--- src/rtl/seq_mult_unit.sv ---
// Shift-and-add multiplier, one multiplier bit per cycle; start/busy/done handshake.
// Latency WIDTH cycles from the accepting edge to done; start is ignored while busy.
// Define SEQ_MULT_SIGNED_EN for two's-complement operands (default: unsigned).
module seq_mult_unit #(
    parameter int WIDTH = 32
) (
    input  logic                 clk,
    input  logic                 rst,
    input  logic                 start,
    input  logic [WIDTH-1:0]     a,
    input  logic [WIDTH-1:0]     b,
    output logic                 busy,
    output logic                 done,
    output logic [2*WIDTH-1:0]   product
);

    localparam int CW = $clog2(WIDTH + 1);

    typedef enum logic [1:0] {
        IDLE,
        RUN,
        DONE
    } state_t;

    state_t             state;
    state_t             state_nxt;
    logic [WIDTH-1:0]   mcand;
    logic [2*WIDTH-1:0] acc;
    logic [2*WIDTH-1:0] acc_nxt;
    logic [CW-1:0]      count;
    logic               last_step;
    logic [WIDTH:0]     up_ext;
    logic [WIDTH:0]     mc_ext;
    logic [WIDTH:0]     sum;

    assign last_step = (count == CW'(1));

    // One adder step: upper half of acc plus (optionally) the multiplicand, carry kept.
    always_comb begin
`ifdef SEQ_MULT_SIGNED_EN
        up_ext = {acc[2*WIDTH-1], acc[2*WIDTH-1:WIDTH]};
        mc_ext = {mcand[WIDTH-1], mcand};
`else
        up_ext = {1'b0, acc[2*WIDTH-1:WIDTH]};
        mc_ext = {1'b0, mcand};
`endif
        sum = up_ext;
        if (acc[0]) begin
`ifdef SEQ_MULT_SIGNED_EN
            // The multiplier's sign bit carries weight -2^(WIDTH-1).
            if (last_step)
                sum = up_ext - mc_ext;
            else
                sum = up_ext + mc_ext;
`else
            sum = up_ext + mc_ext;
`endif
        end
        acc_nxt = {sum, acc[WIDTH-1:1]};
    end

    always_comb begin
        state_nxt = state;
        busy      = 1'b0;
        done      = 1'b0;
        case (state)
            IDLE: begin
                if (start)
                    state_nxt = RUN;
            end
            RUN: begin
                busy = 1'b1;
                if (last_step)
                    state_nxt = DONE;
            end
            DONE: begin
                busy      = 1'b1;
                done      = 1'b1;
                state_nxt = IDLE;
            end
            default: state_nxt = IDLE;
        endcase
    end

    always_ff @(posedge clk) begin
        if (rst) begin
            state   <= IDLE;
            mcand   <= '0;
            acc     <= '0;
            count   <= '0;
            product <= '0;
        end else begin
            state <= state_nxt;
            case (state)
                IDLE: begin
                    if (start) begin
                        mcand <= a;
                        acc   <= {{WIDTH{1'b0}}, b};
                        count <= CW'(WIDTH);
                    end
                end
                RUN: begin
                    acc   <= acc_nxt;
                    count <= count - CW'(1);
                    if (last_step)
                        product <= acc_nxt;
                end
                default: ;
            endcase
        end
    end

endmodule
--- config.mk ---
export PLATFORM = sky130hd
export DESIGN_NAME = seq_mult_unit
export DESIGN_NICKNAME = d
export VERILOG_FILES = /design/src/rtl/seq_mult_unit.sv
export SDC_FILE = /design/constraint.sdc
export NUM_CORES = 1
export LEC_CHECK = 0
export CAP_MARGIN = 20
export CORE_MARGIN = 4
export CORE_UTILIZATION = 54
export DETAILED_ROUTE_END_ITERATION = 8
export GPL_TIMING_DRIVEN = 1
export HOLD_SLACK_MARGIN = 0.12
export PLACE_DENSITY = 0.88
export REMOVE_ABC_BUFFERS = 1
export SKIP_LAST_GASP = 1
export SLEW_MARGIN = 20
export SYNTH_ARGS = -nofsm -noshare
export SYNTH_HDL_FRONTEND = slang
export SYNTH_SLANG_ARGS = --single-unit
--- constraint.sdc ---
create_clock -name clk -period 3.5 [get_ports clk]
set_clock_uncertainty 0.1 [all_clocks]
set_input_delay 0.7 -clock clk [delete_from_list [all_inputs] [get_ports clk]]
set_output_delay 0.7 -clock clk [all_outputs]
set_load 0.02 [all_outputs]
Yosys cells after proc, flatten, opt, wreduce, memory -nomap -nowiden. Cells that the tools add are included.

Bits in registers: 168. Input port bits: 67. Output and inout bits: 66. Word-level logic and storage cells: 29.

$add $sub $neg: 2. Equality and inequality tests: 5. Multiplexer cells: 10. Reduce and logical (&&, ||, !) cells: 7.

Operators by type and width (number): one-hot mux 64 bit (2 select lines) (1); 2-to-1 mux 64 bit (1); adder 32 x 32 -> 33 bit (1); 2-to-1 mux 33 bit (1); one-hot mux 6 bit (2 select lines) (1); AND reduction 2 bit (4); == test 6 x 1 -> 1 bit, second input constant (1); 2-to-1 mux 6 bit (1); subtractor 6 x 1 -> 6 bit, second input constant (1); 2-to-1 mux 2 bit (2); != test 2 bit, second input constant (2); one-hot mux 2 bit (2 select lines) (1); == test 2 x 1 -> 1 bit, second input constant (1); == test 2 bit, second input constant (1); logical NOT 2 bit (1); 2-to-1 mux 1 bit (2); nonzero test 2 bit (1); OR reduction 2 bit (1).

Depth between registers and ports, before layout.
Depth in word-level cells: 3. Gate-level depth with buffers: 11. Depth with buffers taken out: 11.

Worst setup path after synthesis. Ideal clock, no wire load.

Kind: reg2reg. Start point: register mcand[0]. End point: register acc[63]. Library setup time: 0.128 ns. Arrival time: 2.644 ns. Required time: 3.272 ns. Setup slack: 0.629 ns. Stages on the path, launching flop included: 12. Path buffers: 0. Period minus slack after synthesis: 2.871 ns. Cells stage by stage: dfxtp_1 > ha_1 > fa_1 > a211oi_2 > o21ai_2 > o2111ai_2 > nand2_1 > o31ai_2 > o21bai_1 > a221o_1 > a32oi_1 > nor2_1.

Cells in the longest elaborated chain, start to end: 3.

Ends and longest elaborated chain: start: declaration (RTL line 27) `logic [WIDTH-1:0] mcand;`; start signal: assignment (RTL line 88) `mcand <= '0;`; start signal: assignment (RTL line 97) `mcand <= a;`; adder 32 x 32 -> 33 bit (RTL line 56) `sum = up_ext + mc_ext;`; 2-to-1 mux 33 bit (RTL line 48) `if (acc[0]) begin`; one-hot mux 64 bit (2 select lines) (RTL line 94) `case (state)`; end signal: assignment (RTL line 98) `acc <= {{WIDTH{1'b0}}, b};`; end signal: assignment (RTL line 103) `acc <= acc_nxt;`; end: declaration (RTL line 28) `logic [2*WIDTH-1:0] acc;`.

Every way passes these cells. A chain may end at the register's enable or synchronous reset.

Worst setup path after layout.
Start point: register acc[32]. End point: register acc[63].

Cells in the longest elaborated chain, start to end: 3.

Ends and longest elaborated chain (RTL line): adder 32 x 32 -> 33 bit (56); 2-to-1 mux 33 bit (48); one-hot mux 64 bit (2 select lines) (94).

Every way passes these cells.

==> impl_metrics.json <==
{
  "post_cts.repair.setup_buffers": 0,
  "routed.top_layer": "met4",
  "finalCritPeriodShare_pct": 92.3,
  "synth_area_leader_cell": "dfxtp_1",
  "avgRoutedWirePerCell_um": 16.8,
  "cts-root-buf": "clkbuf_16",
  "portBuffers": 132,
  "fmax_ghz": 0.309,
  "p_sw_uw": 1290,
  "num_vias": 7621,
  "finalHoldViolCount": 0,
  "drtPass1Iterations": 5,
  "dp.cells": 1266,
  "cts_buffers": 17,
  "yosys_warnings": 0,
  "yosys-top-cells-count": "196 x nand2_1, 168 x dfxtp_1, 129 x a21oi_1",
  "synth-seq-cells": 168,
  "crit_chain": "ha_1, fa_1, a211oi_2, o21ai_2, o2111ai_2, nand2_1, o31ai_2, o21bai_1, a221o_1, a32oi_1, nor2_1",
  "p_per_area_nw_per_um2": 463,
  "p_int_uw": 3460,
  "max_slew_margin_pct": 39.4,
  "tightest_slew_ns": 0.906,
  "die-height_um": 131,
  "grt_pass1_vias": 7488,
  "min_delay_path_depth": 2,
  "cts_resized": 0,
  "cp.depth": 11,
  "reg2reg_slack_ns": 0.27,
  "io_pins": 133,
  "wl_mm": 21.8,
  "yosysMostFrequentCell": "nand2_1",
  "crit_arrival_ns": 3.42,
  "path_max_fanout": 5,
  "grt_pass1_wl_mm": 36.0,
  "power.leakage_uw": 0.00388,
  "holdPathEnd": "product[3]",
  "setup_violations": 0,
  "final_util_pct": 69.9,
  "cts_sinks": 168,
  "ys_seq_area_share_pct": 41.1,
  "grtUsageTotal_pct": 24.8,
  "syn_inst": 1001,
  "wl_met1_mm": 9.35,
  "critPathMaxStageDelay_ns": 0.49,
  "die_area_sq_um": 17200,
  "combPwrFrac_pct": 15.0,
  "grt_max_degree": 93,
  "core_sq_um": 14700,
  "n_antenna_cell": 0,
  "drc": 0,
  "reg2reg_from": "acc[32]",
  "synth_area_leaders": "dfxtp_1 41%, nand2_1 9.0%, a21oi_1 7.9%",
  "synth.avg_cell_area_sq_um": 8.18,
  "synthesis.area_sq_um": 8190,
  "clk_latency_ns": 0.43,
  "r2r_cells": 11,
  "cts_hold_buf": 0,
  "cts_tree": "built",
  "die_w_um": 131,
  "final_nets": 1206,
  "nFillCells": 1121,
  "place.detailed.hpwl_mm": 14.7,
  "grt-ovfl-total": 0,
  "drt-initial-drc-count": 592,
  "ir_worst_vdd_mv": 0.336,
  "final_cells": 1298,
  "swShare_pct": 27.1,
  "drv_slew": 0,
  "drv_cap": 0,
  "layout-drive-gt1-share_pct": 6.37,
  "wl_met2_mm": 10.7,
  "pwr-share-clk_pct": 41.1,
  "initial_core_util_pct": 55.7,
  "synth_top_area_share_pct": 41.1,
  "r2r-end": "acc[63]",
  "p_seq_share_pct": 43.9,
  "critical_path_buf_inv_count": 0,
  "clockBufferDepth": 2,
  "start_kind": "register",
  "dr_wl_met3_mm": 1.20,
  "vias_per_cell": 5.87,
  "outcome": "finished clean",
  "synth_edf_count": 0,
  "place_congestion": 0.995,
  "async_flop_share_pct": 0,
  "critical_path.slowest_cell": "o31ai_2",
  "antenna_found_initial": 0,
  "hold_class": "register to register",
  "hp-start": "product[3]",
  "rsz0062_at_grt": "no",
  "design_area_sq_um": 10300,
  "htree_levels": 4,
  "crit_type": "register to register",
  "dpl_cell_area_sq_um": 9660,
  "end_kind": "register",
  "ant_nets": 0,
  "fin_crit_ns": 3.23,
  "required_ns": 3.69,
  "synthFlopType": "dfxtp_1",
  "rows": 44,
  "synth.distinct_cells": 55,
  "critPathTopFamily": "compound AO/OA/AOI/OAI gates",
  "syn_to_final_growth_pct": 25.5,
  "clk_pin_slew_worst_paths_ns": 0.06
}
==> worst register-to-register path: cells and delay by family, from the launching register on <==
family / cells / cell delay [ns]
and+or+nand+nor: 2 / 0.21
DFF: 1 / 0.33
AOI/OAI and AO/OA: 7 / 1.82
adders and majority gates: 2 / 0.64
==> how the worst max path moves through the flow <==
stage	from	end	slack, ns
after global routing	acc[32]	acc[63]	0.03
after floorplan	state[1]	count[4]	-1.50
after detailed placement	acc[32]	acc[63]	0.30
after CTS	acc[32]	acc[63]	0.28
after global placement	mcand[0]	acc[63]	0.38
final	acc[32]	acc[63]	0.27
==> kinds of logic (layout without fill, tap and decap cells) <==
| family | after synthesis | after routing | synth area share, % |
|---|---|---|---|
| and+or+nand+nor | 342 | 342 | 16.9 |
| AOI/OAI and AO/OA | 285 | 285 | 22.1 |
| DFF | 168 | 168 | 41.1 |
| xor gates and xnor gates | 33 | 33 | 3.53 |
| buffers and inverters | 81 | 194 | 3.76 |
| adders and majority gates | 38 | 38 | 5.90 |
| muxes | 54 | 54 | 6.74 |
==> placed cells by master (no fill, tap or decap), types with 15 or more instances in the layout <==
cell             instances
clkdlybuf4s50_1        131
a21oi_1                129
nand2_1                195
a22oi_1                 22
ha_1                    36
clkbuf_16               17
nor2_1                 102
a21o_1                  17
dfxtp_1                167
o21ai_0                 24
mux2i_1                 45
buf_4                   15
xnor2_1                 20
a211oi_1                51
==> stage by stage <==
| step | setup WS [ns] | total power, uW | hold WS [ns] | TNS [ns] |
|---|---|---|---|---|
| floorplan | -1.50 | 2550 | 0.335 | -39.57 |
| CTS | 0.282 | 4750 | 0.355 | 0 |
| detailed placement | 0.297 | 2820 | 0.346 | 0 |
| global route | 0.0331 | 4910 | 0.374 | 0 |
| finish | 0.268 | 4750 | 0.355 | 0 |
| global placement | 0.379 | 2800 | 0.343 | 0 |
==> power groups by stage <==
stage / clock (uW) / sequential, uW / combinational (uW)
2_1_floorplan: 0 / 2130 / 417
3_3_place_gp: 0 / 2120 / 675
3_5_place_dp: 0 / 2130 / 695
4_1_cts: 1960 / 2090 / 707
5_1_grt: 2040 / 2100 / 779
6_report: 1950 / 2090 / 712
==> area by class of cell <==
cell class                      instances  area [sq um]  area share (%)
Multi-Input combinational cell        752          4540            44.1
Sequential cell                       168          3360            32.7
Timing Repair Buffer                  149          1480            14.4
Clock buffer                           20           447            4.35
Tap cell                              184           230            2.24
Clock inverter                         12           165            1.61
Inverter                               13          48.8           0.475
==> layer usage <==
layer,up-vias,global-route usage [%]
li1,3701,-
met4,0,9.22
met1,3613,31.2
met2,257,42.2
met3,50,5.12
met5,-,0
==> state kept, by name (all words and copies together), names as in the netlist <==
| name | count |
|---|---|
| state | 2 |
| acc | 64 |
| mcand | 32 |
| product | 64 |
| count | 6 |
Power figures use the tool's default switching activity.
